--- config.mk ---
export PLATFORM = sky130hd
export DESIGN_NAME = mem_access_unit_flat
export DESIGN_NICKNAME = d
export VERILOG_FILES = /design/src/rtl/mem_access_unit_if.sv /design/src/rtl/mem_access_unit.sv /design/src/flat_wrapper.sv
export SDC_FILE = /design/constraint.sdc
export NUM_CORES = 1
export LEC_CHECK = 0
export CAP_MARGIN = 30
export CORE_UTILIZATION = 35
export CTS_CLUSTER_SIZE = 28
export DETAILED_ROUTE_END_ITERATION = 7
export MAX_ROUTING_LAYER = met4
export PLACE_DENSITY = 0.68
export SETUP_SLACK_MARGIN = 0.1
export SLEW_MARGIN = 20
export SYNTH_ARGS = -nofsm -noshare
export SYNTH_HDL_FRONTEND = slang
export SYNTH_SLANG_ARGS = --single-unit
--- constraint.sdc ---
create_clock -name i_clk -period 4.1 [get_ports i_clk]
set_input_delay 0.41 -clock i_clk [delete_from_list [all_inputs] [get_ports i_clk]]
set_output_delay 0.41 -clock i_clk [all_outputs]
set_load 0.05 [all_outputs]
--- src/rtl/mem_access_unit_if.sv ---
// Bundle between the execute stage, mem_access_unit and the data memory port.
// The slave modport is the unit's view; master is the pipeline/memory environment.
interface mem_access_unit_if;
  logic        i_valid;
  logic        i_mem_read;
  logic        i_mem_write;
  logic [31:0] i_addr;
  logic [3:0]  i_mask;
  logic        i_unsigned;
  logic [31:0] i_store_data;
  logic        o_busy;
  logic        o_done;
  logic [31:0] o_load_data;
  logic        o_misaligned;
  logic        o_fault;
  logic        o_dmem_req;
  logic        o_dmem_we;
  logic [31:0] o_dmem_addr;
  logic [3:0]  o_dmem_be;
  logic [31:0] o_dmem_wdata;
  logic        i_dmem_ready;
  logic        i_dmem_valid;
  logic [31:0] i_dmem_rdata;

  modport slave (
    input  i_valid, i_mem_read, i_mem_write, i_addr, i_mask, i_unsigned, i_store_data,
    input  i_dmem_ready, i_dmem_valid, i_dmem_rdata,
    output o_busy, o_done, o_load_data, o_misaligned, o_fault,
    output o_dmem_req, o_dmem_we, o_dmem_addr, o_dmem_be, o_dmem_wdata
  );

  modport master (
    output i_valid, i_mem_read, i_mem_write, i_addr, i_mask, i_unsigned, i_store_data,
    output i_dmem_ready, i_dmem_valid, i_dmem_rdata,
    input  o_busy, o_done, o_load_data, o_misaligned, o_fault,
    input  o_dmem_req, o_dmem_we, o_dmem_addr, o_dmem_be, o_dmem_wdata
  );
endinterface

--- src/rtl/mem_access_unit.sv ---
// Memory-stage load/store sequencer: issues one handshaked data-memory access per op.
// Define MEM_ACCESS_TIMEOUT_EN to add a TIMEOUT_CYCLES watchdog that completes with o_fault.
module mem_access_unit #(
  parameter int TIMEOUT_CYCLES = 16
) (
  input logic            i_clk,
  input logic            i_rst_n,
  mem_access_unit_if.slave io_bus
);

  localparam logic [1:0] S_IDLE = 2'd0;
  localparam logic [1:0] S_REQ  = 2'd1;
  localparam logic [1:0] S_WAIT = 2'd2;
  localparam logic [1:0] S_DONE = 2'd3;

  logic [1:0]  r_state;
  logic [31:0] r_addr;
  logic [3:0]  r_mask;
  logic        r_unsigned;
  logic        r_we;
  logic [31:0] r_wdata;
  logic        r_req;
  logic [31:0] r_loadData;
  logic        r_misaligned;

  logic        w_accept;
  logic        w_maskLegal;
  logic        w_complete;
  logic        w_timeout;
  logic        w_timeoutHit;
  logic [31:0] w_storeData;
  logic [31:0] w_rdata;
  logic [31:0] w_alignedWdata;
  logic [31:0] w_extracted;

  assign w_storeData = io_bus.i_store_data;
  assign w_rdata     = io_bus.i_dmem_rdata;

  // DONE accepts like IDLE so back-to-back ops can start on the edge that leaves DONE.
  assign w_accept = ((r_state == S_IDLE) || (r_state == S_DONE)) && io_bus.i_valid &&
                    (io_bus.i_mem_read || io_bus.i_mem_write);

  always_comb begin
    w_maskLegal = 1'b0;
    case (io_bus.i_mask)
      4'b0001, 4'b0010, 4'b0100, 4'b1000,
      4'b0011, 4'b1100, 4'b1111: w_maskLegal = 1'b1;
      default:                   w_maskLegal = 1'b0;
    endcase
  end

  always_comb begin
    w_alignedWdata = '0;
    case (io_bus.i_mask)
      4'b0001: w_alignedWdata = {24'h0, w_storeData[7:0]};
      4'b0010: w_alignedWdata = {16'h0, w_storeData[7:0], 8'h0};
      4'b0100: w_alignedWdata = {8'h0, w_storeData[7:0], 16'h0};
      4'b1000: w_alignedWdata = {w_storeData[7:0], 24'h0};
      4'b0011: w_alignedWdata = {16'h0, w_storeData[15:0]};
      4'b1100: w_alignedWdata = {w_storeData[15:0], 16'h0};
      4'b1111: w_alignedWdata = w_storeData;
      default: w_alignedWdata = '0;
    endcase
  end

  always_comb begin
    w_extracted = w_rdata;
    case (r_mask)
      4'b0001: w_extracted = {{24{~r_unsigned & w_rdata[7]}},  w_rdata[7:0]};
      4'b0010: w_extracted = {{24{~r_unsigned & w_rdata[15]}}, w_rdata[15:8]};
      4'b0100: w_extracted = {{24{~r_unsigned & w_rdata[23]}}, w_rdata[23:16]};
      4'b1000: w_extracted = {{24{~r_unsigned & w_rdata[31]}}, w_rdata[31:24]};
      4'b0011: w_extracted = {{16{~r_unsigned & w_rdata[15]}}, w_rdata[15:0]};
      4'b1100: w_extracted = {{16{~r_unsigned & w_rdata[31]}}, w_rdata[31:16]};
      default: w_extracted = w_rdata;
    endcase
  end

  assign w_complete   = ((r_state == S_REQ) && io_bus.i_dmem_ready && r_we) ||
                        ((r_state == S_WAIT) && io_bus.i_dmem_valid);
  assign w_timeoutHit = ((r_state == S_REQ) || (r_state == S_WAIT)) && w_timeout && !w_complete;

`ifdef MEM_ACCESS_TIMEOUT_EN
  localparam int CountWidth = $clog2(TIMEOUT_CYCLES + 1);

  logic [CountWidth-1:0] r_count;
  logic                  r_fault;

  assign w_timeout      = (r_count == CountWidth'(TIMEOUT_CYCLES - 1));
  assign io_bus.o_fault = r_fault;

  // Watchdog counts REQ+WAIT cycles; fault is rewritten only when an op completes.
  always_ff @(posedge i_clk or negedge i_rst_n) begin
    if (!i_rst_n) begin
      r_count <= '0;
      r_fault <= 1'b0;
    end else begin
      if (w_accept) begin
        r_count <= '0;
      end else if ((r_state == S_REQ) || (r_state == S_WAIT)) begin
        r_count <= r_count + 1'b1;
      end
      if ((w_accept && !w_maskLegal) || w_complete) begin
        r_fault <= 1'b0;
      end else if (w_timeoutHit) begin
        r_fault <= 1'b1;
      end
    end
  end
`else
  // Without the watchdog the limit can never be reached.
  assign w_timeout      = (TIMEOUT_CYCLES < 0);
  assign io_bus.o_fault = 1'b0;
`endif

  always_ff @(posedge i_clk or negedge i_rst_n) begin
    if (!i_rst_n) begin
      r_state      <= S_IDLE;
      r_addr       <= '0;
      r_mask       <= '0;
      r_unsigned   <= 1'b0;
      r_we         <= 1'b0;
      r_wdata      <= '0;
      r_req        <= 1'b0;
      r_loadData   <= '0;
      r_misaligned <= 1'b0;
    end else begin
      case (r_state)
        S_IDLE, S_DONE: begin
          r_state <= S_IDLE;
          if (w_accept) begin
            r_addr     <= io_bus.i_addr & 32'hFFFF_FFFC;
            r_mask     <= io_bus.i_mask;
            r_unsigned <= io_bus.i_unsigned;
            r_we       <= io_bus.i_mem_write;
            r_wdata    <= w_alignedWdata;
            if (w_maskLegal) begin
              r_state <= S_REQ;
              r_req   <= 1'b1;
            end else begin
              r_state      <= S_DONE;
              r_loadData   <= '0;
              r_misaligned <= 1'b1;
            end
          end
        end
        S_REQ: begin
          if ((io_bus.i_dmem_ready && r_we) || w_timeoutHit) begin
            r_req        <= 1'b0;
            r_state      <= S_DONE;
            r_loadData   <= '0;
            r_misaligned <= 1'b0;
          end else if (io_bus.i_dmem_ready) begin
            r_req   <= 1'b0;
            r_state <= S_WAIT;
          end
        end
        S_WAIT: begin
          if (io_bus.i_dmem_valid) begin
            r_state      <= S_DONE;
            r_loadData   <= w_extracted;
            r_misaligned <= 1'b0;
          end else if (w_timeoutHit) begin
            r_state      <= S_DONE;
            r_loadData   <= '0;
            r_misaligned <= 1'b0;
          end
        end
      endcase
    end
  end

  assign io_bus.o_busy       = (r_state != S_IDLE);
  assign io_bus.o_done       = (r_state == S_DONE);
  assign io_bus.o_load_data  = r_loadData;
  assign io_bus.o_misaligned = r_misaligned;
  assign io_bus.o_dmem_req   = r_req;
  assign io_bus.o_dmem_we    = r_we;
  assign io_bus.o_dmem_addr  = r_addr;
  assign io_bus.o_dmem_be    = r_mask;
  assign io_bus.o_dmem_wdata = r_wdata;

endmodule

--- src/flat_wrapper.sv ---
// flat-port wrapper written by rule: the top's interface ports become plain ports
module mem_access_unit_flat 
#(
  parameter int TIMEOUT_CYCLES = 16
)
  (i_clk, i_rst_n, io_bus_i_valid, io_bus_i_mem_read, io_bus_i_mem_write, io_bus_i_addr, io_bus_i_mask, io_bus_i_unsigned, io_bus_i_store_data, io_bus_i_dmem_ready, io_bus_i_dmem_valid, io_bus_i_dmem_rdata, io_bus_o_busy, io_bus_o_done, io_bus_o_load_data, io_bus_o_misaligned, io_bus_o_fault, io_bus_o_dmem_req, io_bus_o_dmem_we, io_bus_o_dmem_addr, io_bus_o_dmem_be, io_bus_o_dmem_wdata);
  mem_access_unit_if io_bus_i ();
  input logic i_clk;
  input logic i_rst_n;
  input wire logic [$bits(io_bus_i.i_valid)-1:0] io_bus_i_valid;
  input wire logic [$bits(io_bus_i.i_mem_read)-1:0] io_bus_i_mem_read;
  input wire logic [$bits(io_bus_i.i_mem_write)-1:0] io_bus_i_mem_write;
  input wire logic [$bits(io_bus_i.i_addr)-1:0] io_bus_i_addr;
  input wire logic [$bits(io_bus_i.i_mask)-1:0] io_bus_i_mask;
  input wire logic [$bits(io_bus_i.i_unsigned)-1:0] io_bus_i_unsigned;
  input wire logic [$bits(io_bus_i.i_store_data)-1:0] io_bus_i_store_data;
  input wire logic [$bits(io_bus_i.i_dmem_ready)-1:0] io_bus_i_dmem_ready;
  input wire logic [$bits(io_bus_i.i_dmem_valid)-1:0] io_bus_i_dmem_valid;
  input wire logic [$bits(io_bus_i.i_dmem_rdata)-1:0] io_bus_i_dmem_rdata;
  output wire logic [$bits(io_bus_i.o_busy)-1:0] io_bus_o_busy;
  output wire logic [$bits(io_bus_i.o_done)-1:0] io_bus_o_done;
  output wire logic [$bits(io_bus_i.o_load_data)-1:0] io_bus_o_load_data;
  output wire logic [$bits(io_bus_i.o_misaligned)-1:0] io_bus_o_misaligned;
  output wire logic [$bits(io_bus_i.o_fault)-1:0] io_bus_o_fault;
  output wire logic [$bits(io_bus_i.o_dmem_req)-1:0] io_bus_o_dmem_req;
  output wire logic [$bits(io_bus_i.o_dmem_we)-1:0] io_bus_o_dmem_we;
  output wire logic [$bits(io_bus_i.o_dmem_addr)-1:0] io_bus_o_dmem_addr;
  output wire logic [$bits(io_bus_i.o_dmem_be)-1:0] io_bus_o_dmem_be;
  output wire logic [$bits(io_bus_i.o_dmem_wdata)-1:0] io_bus_o_dmem_wdata;
  assign io_bus_i.i_valid = io_bus_i_valid;
  assign io_bus_i.i_mem_read = io_bus_i_mem_read;
  assign io_bus_i.i_mem_write = io_bus_i_mem_write;
  assign io_bus_i.i_addr = io_bus_i_addr;
  assign io_bus_i.i_mask = io_bus_i_mask;
  assign io_bus_i.i_unsigned = io_bus_i_unsigned;
  assign io_bus_i.i_store_data = io_bus_i_store_data;
  assign io_bus_i.i_dmem_ready = io_bus_i_dmem_ready;
  assign io_bus_i.i_dmem_valid = io_bus_i_dmem_valid;
  assign io_bus_i.i_dmem_rdata = io_bus_i_dmem_rdata;
  assign io_bus_o_busy = io_bus_i.o_busy;
  assign io_bus_o_done = io_bus_i.o_done;
  assign io_bus_o_load_data = io_bus_i.o_load_data;
  assign io_bus_o_misaligned = io_bus_i.o_misaligned;
  assign io_bus_o_fault = io_bus_i.o_fault;
  assign io_bus_o_dmem_req = io_bus_i.o_dmem_req;
  assign io_bus_o_dmem_we = io_bus_i.o_dmem_we;
  assign io_bus_o_dmem_addr = io_bus_i.o_dmem_addr;
  assign io_bus_o_dmem_be = io_bus_i.o_dmem_be;
  assign io_bus_o_dmem_wdata = io_bus_i.o_dmem_wdata;
  mem_access_unit #(.TIMEOUT_CYCLES(TIMEOUT_CYCLES)) u_core (.i_clk(i_clk), .i_rst_n(i_rst_n), .io_bus(io_bus_i));
endmodule
# --- Word-level counts from Yosys, hierarchy flattened ---
# Cells that the tools add are included.
op_classes:
  n_mul: 0
  bitwise_logic: 5
  n_reduce_logical: 14
  n_mux: 24
  order_cmp: 0
  div_mod_pow: 0
  eq_ne: 22
  shifts: 0
  add_sub_neg: 0
ops:
  columns: ["operator", "n"]
  rows:
  - ["case mux 32 bit (7 select lines)", 1]
  - ["case mux 32 bit (6 select lines)", 1]
  - ["two-way mux 32 bit", 4]
  - ["case mux 32 bit (3 select lines)", 1]
  - ["== test 4 bit (second input constant)", 5]
  - ["== test 4 x 2 -> 1 bit (second input constant)", 4]
  - ["two-way mux 2 bit", 5]
  - ["two-way mux 1 bit", 9]
  - ["== test 4 x 1 -> 1 bit (second input constant)", 2]
  - ["== test 4 x 3 -> 1 bit (second input constant)", 2]
  - ["AND reduction 4 bit", 2]
  - ["OR reduction 7 bit", 1]
  - ["!= test 2 bit (second input constant)", 3]
  - ["case mux 2 bit (3 select lines)", 1]
  - ["AND 1 bit", 4]
  - ["== test 2 bit (second input constant)", 2]
  - ["!= test 2 x 1 -> 1 bit (second input constant)", 2]
  - ["AND reduction 2 bit", 2]
  - ["nonzero test 2 bit", 2]
  - ["logical AND 1 bit", 3]
  - ["!= test 3 bit (second input constant)", 1]
  - ["case mux 1 bit (3 select lines)", 1]
  - ["== test 2 x 1 -> 1 bit (second input constant)", 1]
  - ["zero test 2 bit", 1]
  - ["other kinds (4)", 5]
totals:
  output_inout_bits: 106
  mem_bits_ro: 0
  inputBits: 108
  ram_bits: 0
  memories: 0
  ff_bits: 104
  elab_cells: 74
  latch_bits: 0

# --- Logic depth before layout (Yosys ltp) ---
logic_depth:
  ltp_word: 6
  depth_mapped: 9
  ltp_nobuf: 7

# --- Worst setup path before layout ---
# No wires, ideal clock.
synth_path:
  path_type: "register to register"
  from: "register u_core.r_mask[3], in the netlist u_core.io_bus.o_dmem_be[3]"
  to: "register u_core.r_loadData[21], in the netlist u_core.io_bus.o_load_data[21]"
  synth_period_minus_slack_ps: 2161
  path_stages_with_launch: 10
  arrival_time_ps: 2069
  setup_ps: 92
  slack_ps: 1939
  path_buffers: 4
  required_ps: 4008
  path_cell_list: "dfrtp_1 > clkbuf_2 > o21ai_0 > or3b_1 > clkbuf_1 > o21ai_1 > a21bo_1 > buf_6 > buf_8 > o31ai_2"
synth_via:
  elab_chain_cells: 4
  word_cells_on_any_way: 9
  classes_between: "eq/ne: 6; mux: 3"
synth_lines:
  columns: ["item", "line_no", "source"]
  rows:
  - ["from (decl)", "mem_access_unit.sv:18", "logic [3:0] r_mask;"]
  - ["from (signal assigned)", "mem_access_unit.sv:133", "r_mask <= io_bus.i_mask;"]
  - ["== test 4 bit (tied with other cells)", "mem_access_unit.sv:68", "case (r_mask)"]
  - ["case mux 32 bit (6 select lines) *", "mem_access_unit.sv:68", null]
  - ["two-way mux 32 bit *", "mem_access_unit.sv:159", "if (io_bus.i_dmem_valid) begin"]
  - ["case mux 32 bit (3 select lines) *", "mem_access_unit.sv:128", "case (r_state)"]
  - ["to (signal assigned)", "mem_access_unit.sv:161", "r_loadData <= w_extracted;"]
  - ["to (decl)", "mem_access_unit.sv:23", "logic [31:0] r_loadData;"]
# Every way passes the cells marked *; elsewhere a longest branch is shown, timed or not. The select of a mux whose other input is x is not followed.
# A chain may end at the register's enable or synchronous reset.

# --- Final worst setup path ---
layout_path:
  from: "input port io_bus_i_mask[0]"
  to: "register u_core.r_loadData[2], in the netlist u_core.io_bus.o_load_data[2]"
layout_via:
  elab_chain_cells: 5
  word_cells_on_any_way: 11
  classes_between: "eq/ne: 8; mux: 1; reduce/logical: 2"
layout_lines:
  columns: ["item", "line_no", "source"]
  rows:
  - ["from (decl)", "flat_wrapper.sv:14", "input wire logic [$bits(io_bus_i.i_mask)-1:0] io_bus_i_mask;"]
  - ["== test 4 x 1 -> 1 bit (tied with other cells)", "mem_access_unit.sv:45", "case (io_bus.i_mask)"]
  - ["OR reduction 7 bit *", "mem_access_unit.sv:45", null]
  - ["two-way mux 1 bit *", "mem_access_unit.sv:45", null]
  - ["!= test 2 bit (no line) *", null, null]
  - ["AND reduction 4 bit (no line) *", null, null]
# Every way passes the cells marked *; elsewhere a longest branch is shown, timed or not.

==> flow_metrics.py <==
metrics = {
    "worst_setup_path": {
        "start_kind": "input pin",
        "path_buf_inv": 1,
        "max_stage_delay_ns": 0.92,
        "crit_cells": 6,
        "crit_chain": "clkdlybuf4s50_1 -> or3b_1 -> o2111ai_1 -> a21boi_2 -> nand2_1 -> o21ai_0",
        "cp.arrival_ns": 2.99,
        "cpMaxStageDelayCell": "clkdlybuf4s50_1",
        "crit_family": "compound AO/OA/AOI/OAI gates",
        "critPathKind": "in2reg",
        "cp-end-kind": "register",
        "r2r_setup_slack_ns": 1.48,
        "critPathRequiredTime_ns": 4.35,
        "crit_fanout": 16,
        "reg2reg_depth": 7,
    },
    "timing": {
        "maxSlewViolCount": 0,
        "finalSetupViolCount": 0,
        "fin_setup_tns_ns": 0,
        "slew_headroom_pct": 42.15,
        "max_freq_mhz": 365.0,
        "fin_skew_ns": 0.008726,
        "rsz0062_at_grt": "false",
        "tightest_slew_ns": 0.8677,
        "timing.hold.ws_ns": 0.01014,
        "hold_viol": 0,
        "fin_crit_sh_pct": 66.83,
        "fin_crit_ns": 2.740,
        "setup_ws_ns": 1.360,
    },
    "die": {
        "die_x_um": 123.5,
        "core_um2": 14480,
        "io_pins": 214,
        "initial_core_util_pct": 35.66,
        "rows": 44,
        "die-area_um2": 15240,
        "die_h_um": 123.5,
    },
    "grt": {
        "grt_pass1_wl_um": 25010,
        "grt_overflow": 0,
        "grt_start_max_net_pins": 74,
        "track_usage_pct": 22.22,
        "grt_pass1_vias": 4759,
        "antenna_found_initial": 0,
    },
    "placement": {
        "port_buffers": 208,
        "pre_cts_ws_ns": 1.015,
        "placed_area_um2": 7313,
        "dp.cells": 915,
        "dp_hpwl_um": 11670,
        "gp_congestion": 0.8618,
    },
    "synthesis": {
        "synth-edff-count": 0,
        "synthCells": 558,
        "syn-cell-area_um2": 5162,
        "synth_flop_cell": "dfrtp_1",
        "yosysWarnings": 0,
        "ys_types": 52,
        "synth_seq_cells": 104,
        "yosysSeqAreaShare_pct": 50.41,
        "syn_area_per_cell_um2": 9.252,
        "postSynth.asyncResetShare_pct": 100.0,
    },
    "detailed_routing": {
        "routedWlPerCell_um": 17.23,
        "drtPass1Iterations": 5,
        "via_per_inst": 5.191,
        "drc": 0,
        "routed_wl_um": 16080,
        "ant_nets": 0,
        "num_vias": 4843,
        "drtIter0Drc": 473,
    },
    "cells_and_area": {
        "fin_util_pct": 52.83,
        "regArea_um2": 2603,
        "fin_nets": 856,
        "diodes": 0,
        "drive_gt1_share_pct": 6.809,
        "fin_area_um2": 7649,
        "fin_cells": 933,
        "area_growth_pct": 48.16,
        "multi_input_area_um2": 2326,
        "fillers": 1289,
    },
    "cts": {
        "clock_path_buffers": 2,
        "hold_buffers": 0,
        "clock_sinks": 104,
        "post_cts_buffers": 0,
        "post_cts_resized": 0,
        "cts_tree": "built",
        "clk_latency_ns": 0.35,
        "cts_buffers": 9,
        "h-tree-depth": 3,
        "cts_root_buf": "clkbuf_16",
        "path_clk_slew_ns": 0.08,
    },
    "power": {
        "irDropWorstVdd_v": 0.0004860,
        "power.leakage_nw": 3.359,
        "power_density_nw_per_um2": 851.8,
        "finalPower_mw": 6.515,
    },
    "run_status": {
        "status": "completed",
    },
    "run": {
        "drv_cap": 0,
    },
    "hold_path": {
        "hold_class": "in2async",
    },
}
routing by layer:
metal	vias up	wire [um]	GRT usage, %
li1	2296	-	-
met1	2327	7140	29.20
met2	202	7593	34.53
met3	18	1137	4.889
met4	0	204	6.099
met5	-	0	-
flip-flops by register name, summed over array words and instances (netlist names):
register / count
u_core.io_bus.o_dmem_we: 1
u_core.r_state: 2
u_core.io_bus.o_dmem_addr: 30
u_core.r_unsigned: 1
u_core.io_bus.o_misaligned: 1
u_core.io_bus.o_dmem_wdata: 32
u_core.io_bus.o_load_data: 32
u_core.io_bus.o_dmem_be: 4
u_core.io_bus.o_dmem_req: 1
logic make-up after synthesis:
logic type | count (synthesis) | share of synthesized area (%)
mux | 15 | 2.908
xor+xnor | 2 | 0.3394
fa+ha+maj | 4 | 0.9695
other cells | 1 | 0.07264
flops | 104 | 50.41
simple gates | 227 | 18.10
buf+inv | 50 | 4.920
compound gates | 155 | 22.27
layout make-up:
class                      count  area share [%]
clock inverter                 6          0.8997
clock buffer                  10           3.124
multi-input combinational    406           30.41
sequential                   104           34.03
timing repair buffer         217           28.23
tap                          184           3.010
inverter                       6          0.2945
final timing paths:
kind                                                            from                                        end
setup reg to reg                       u_core.r_state[0]$_DFFE_PN0P_   u_core.io_bus.o_load_data[2]$_DFFE_PN0P_
setup / recovery                                    io_bus_i_mask[0]   u_core.io_bus.o_load_data[2]$_DFFE_PN0P_
max in group asynchronous                                    i_rst_n     u_core.io_bus.o_dmem_be[1]$_DFFE_PN0P_
hold reg to reg            u_core.io_bus.o_dmem_addr[19]$_DFFE_PN0P_  u_core.io_bus.o_dmem_addr[19]$_DFFE_PN0P_
min in group i_clk         u_core.io_bus.o_dmem_addr[19]$_DFFE_PN0P_  u_core.io_bus.o_dmem_addr[19]$_DFFE_PN0P_
hold / removal                                               i_rst_n  u_core.io_bus.o_dmem_addr[10]$_DFFE_PN0P_
synthesized netlist by cell type (2+ instances only):
cell	instances	area (um2)
nand2_1	169	634.4
dfrtp_1	104	2603
o21ai_0	40	200.2
nor2_1	29	108.9
a22oi_1	22	165.2
clkbuf_1	22	82.58
a22o_1	18	157.7
mux2i_1	15	150.1
a21oi_1	14	70.07
a2bb2oi_1	13	113.9
and2_1	11	68.82
o31ai_2	10	125.1
o211ai_1	8	60.06
a31o_2	7	61.31
buf_2	6	30.03
buf_4	6	45.04
inv_1	6	22.52
o31ai_1	6	45.04
buf_1	4	15.01
ha_1	4	50.05
buf_6	3	33.78
nand3b_1	3	22.52
a221oi_1	2	17.52
a31oi_1	2	12.51
and3_1	2	12.51
clkbuf_2	2	10.01
nor2b_1	2	12.51
nor3_1	2	10.01
o21ai_1	2	10.01
or3b_1	2	17.52
worst register-to-register path, cell delays in order, from the launching register on:
cell and delay (ns):
dfrtp_1 0.37, inv_1 0.09, ha_1 0.40, inv_1 0.16, a221oi_1 0.48, a21boi_2 0.45, nand2_1 0.31, o21ai_0 0.27
placed cells by master, fill, tap and decap left out, types with 3 or more instances in the layout:
cell             Yosys  final
o31ai_2             10     10
conb_1               1      3
o31ai_1              6      6
nor2_1              29     28
ha_1                 4      4
clkbuf_16            0      9
a2bb2oi_1           13     13
buf_4                6      9
nand3b_1             3      3
o21ai_0             40     40
inv_1                6      6
clkdlybuf4s50_1      0    207
mux2i_1             15     15
clkinv_4             0      3
and2_1              11     11
a31o_2               7      7
a22o_1              18     18
a22oi_1             22     22
dfrtp_1            104    104
o211ai_1             8      8
nand2_1            169    169
a21oi_1             14     14
power breakdown:
part / switching (mW) / leakage, nW / internal (mW)
Clock: 0.397 / 0.149 / 0.493
Sequential: 0.300 / 1.36 / 1.41
Combinational: 2.59 / 1.85 / 1.32
Total: 3.29 / 3.36 / 3.23
No activity file was read; power rests on OpenSTA's default activity.
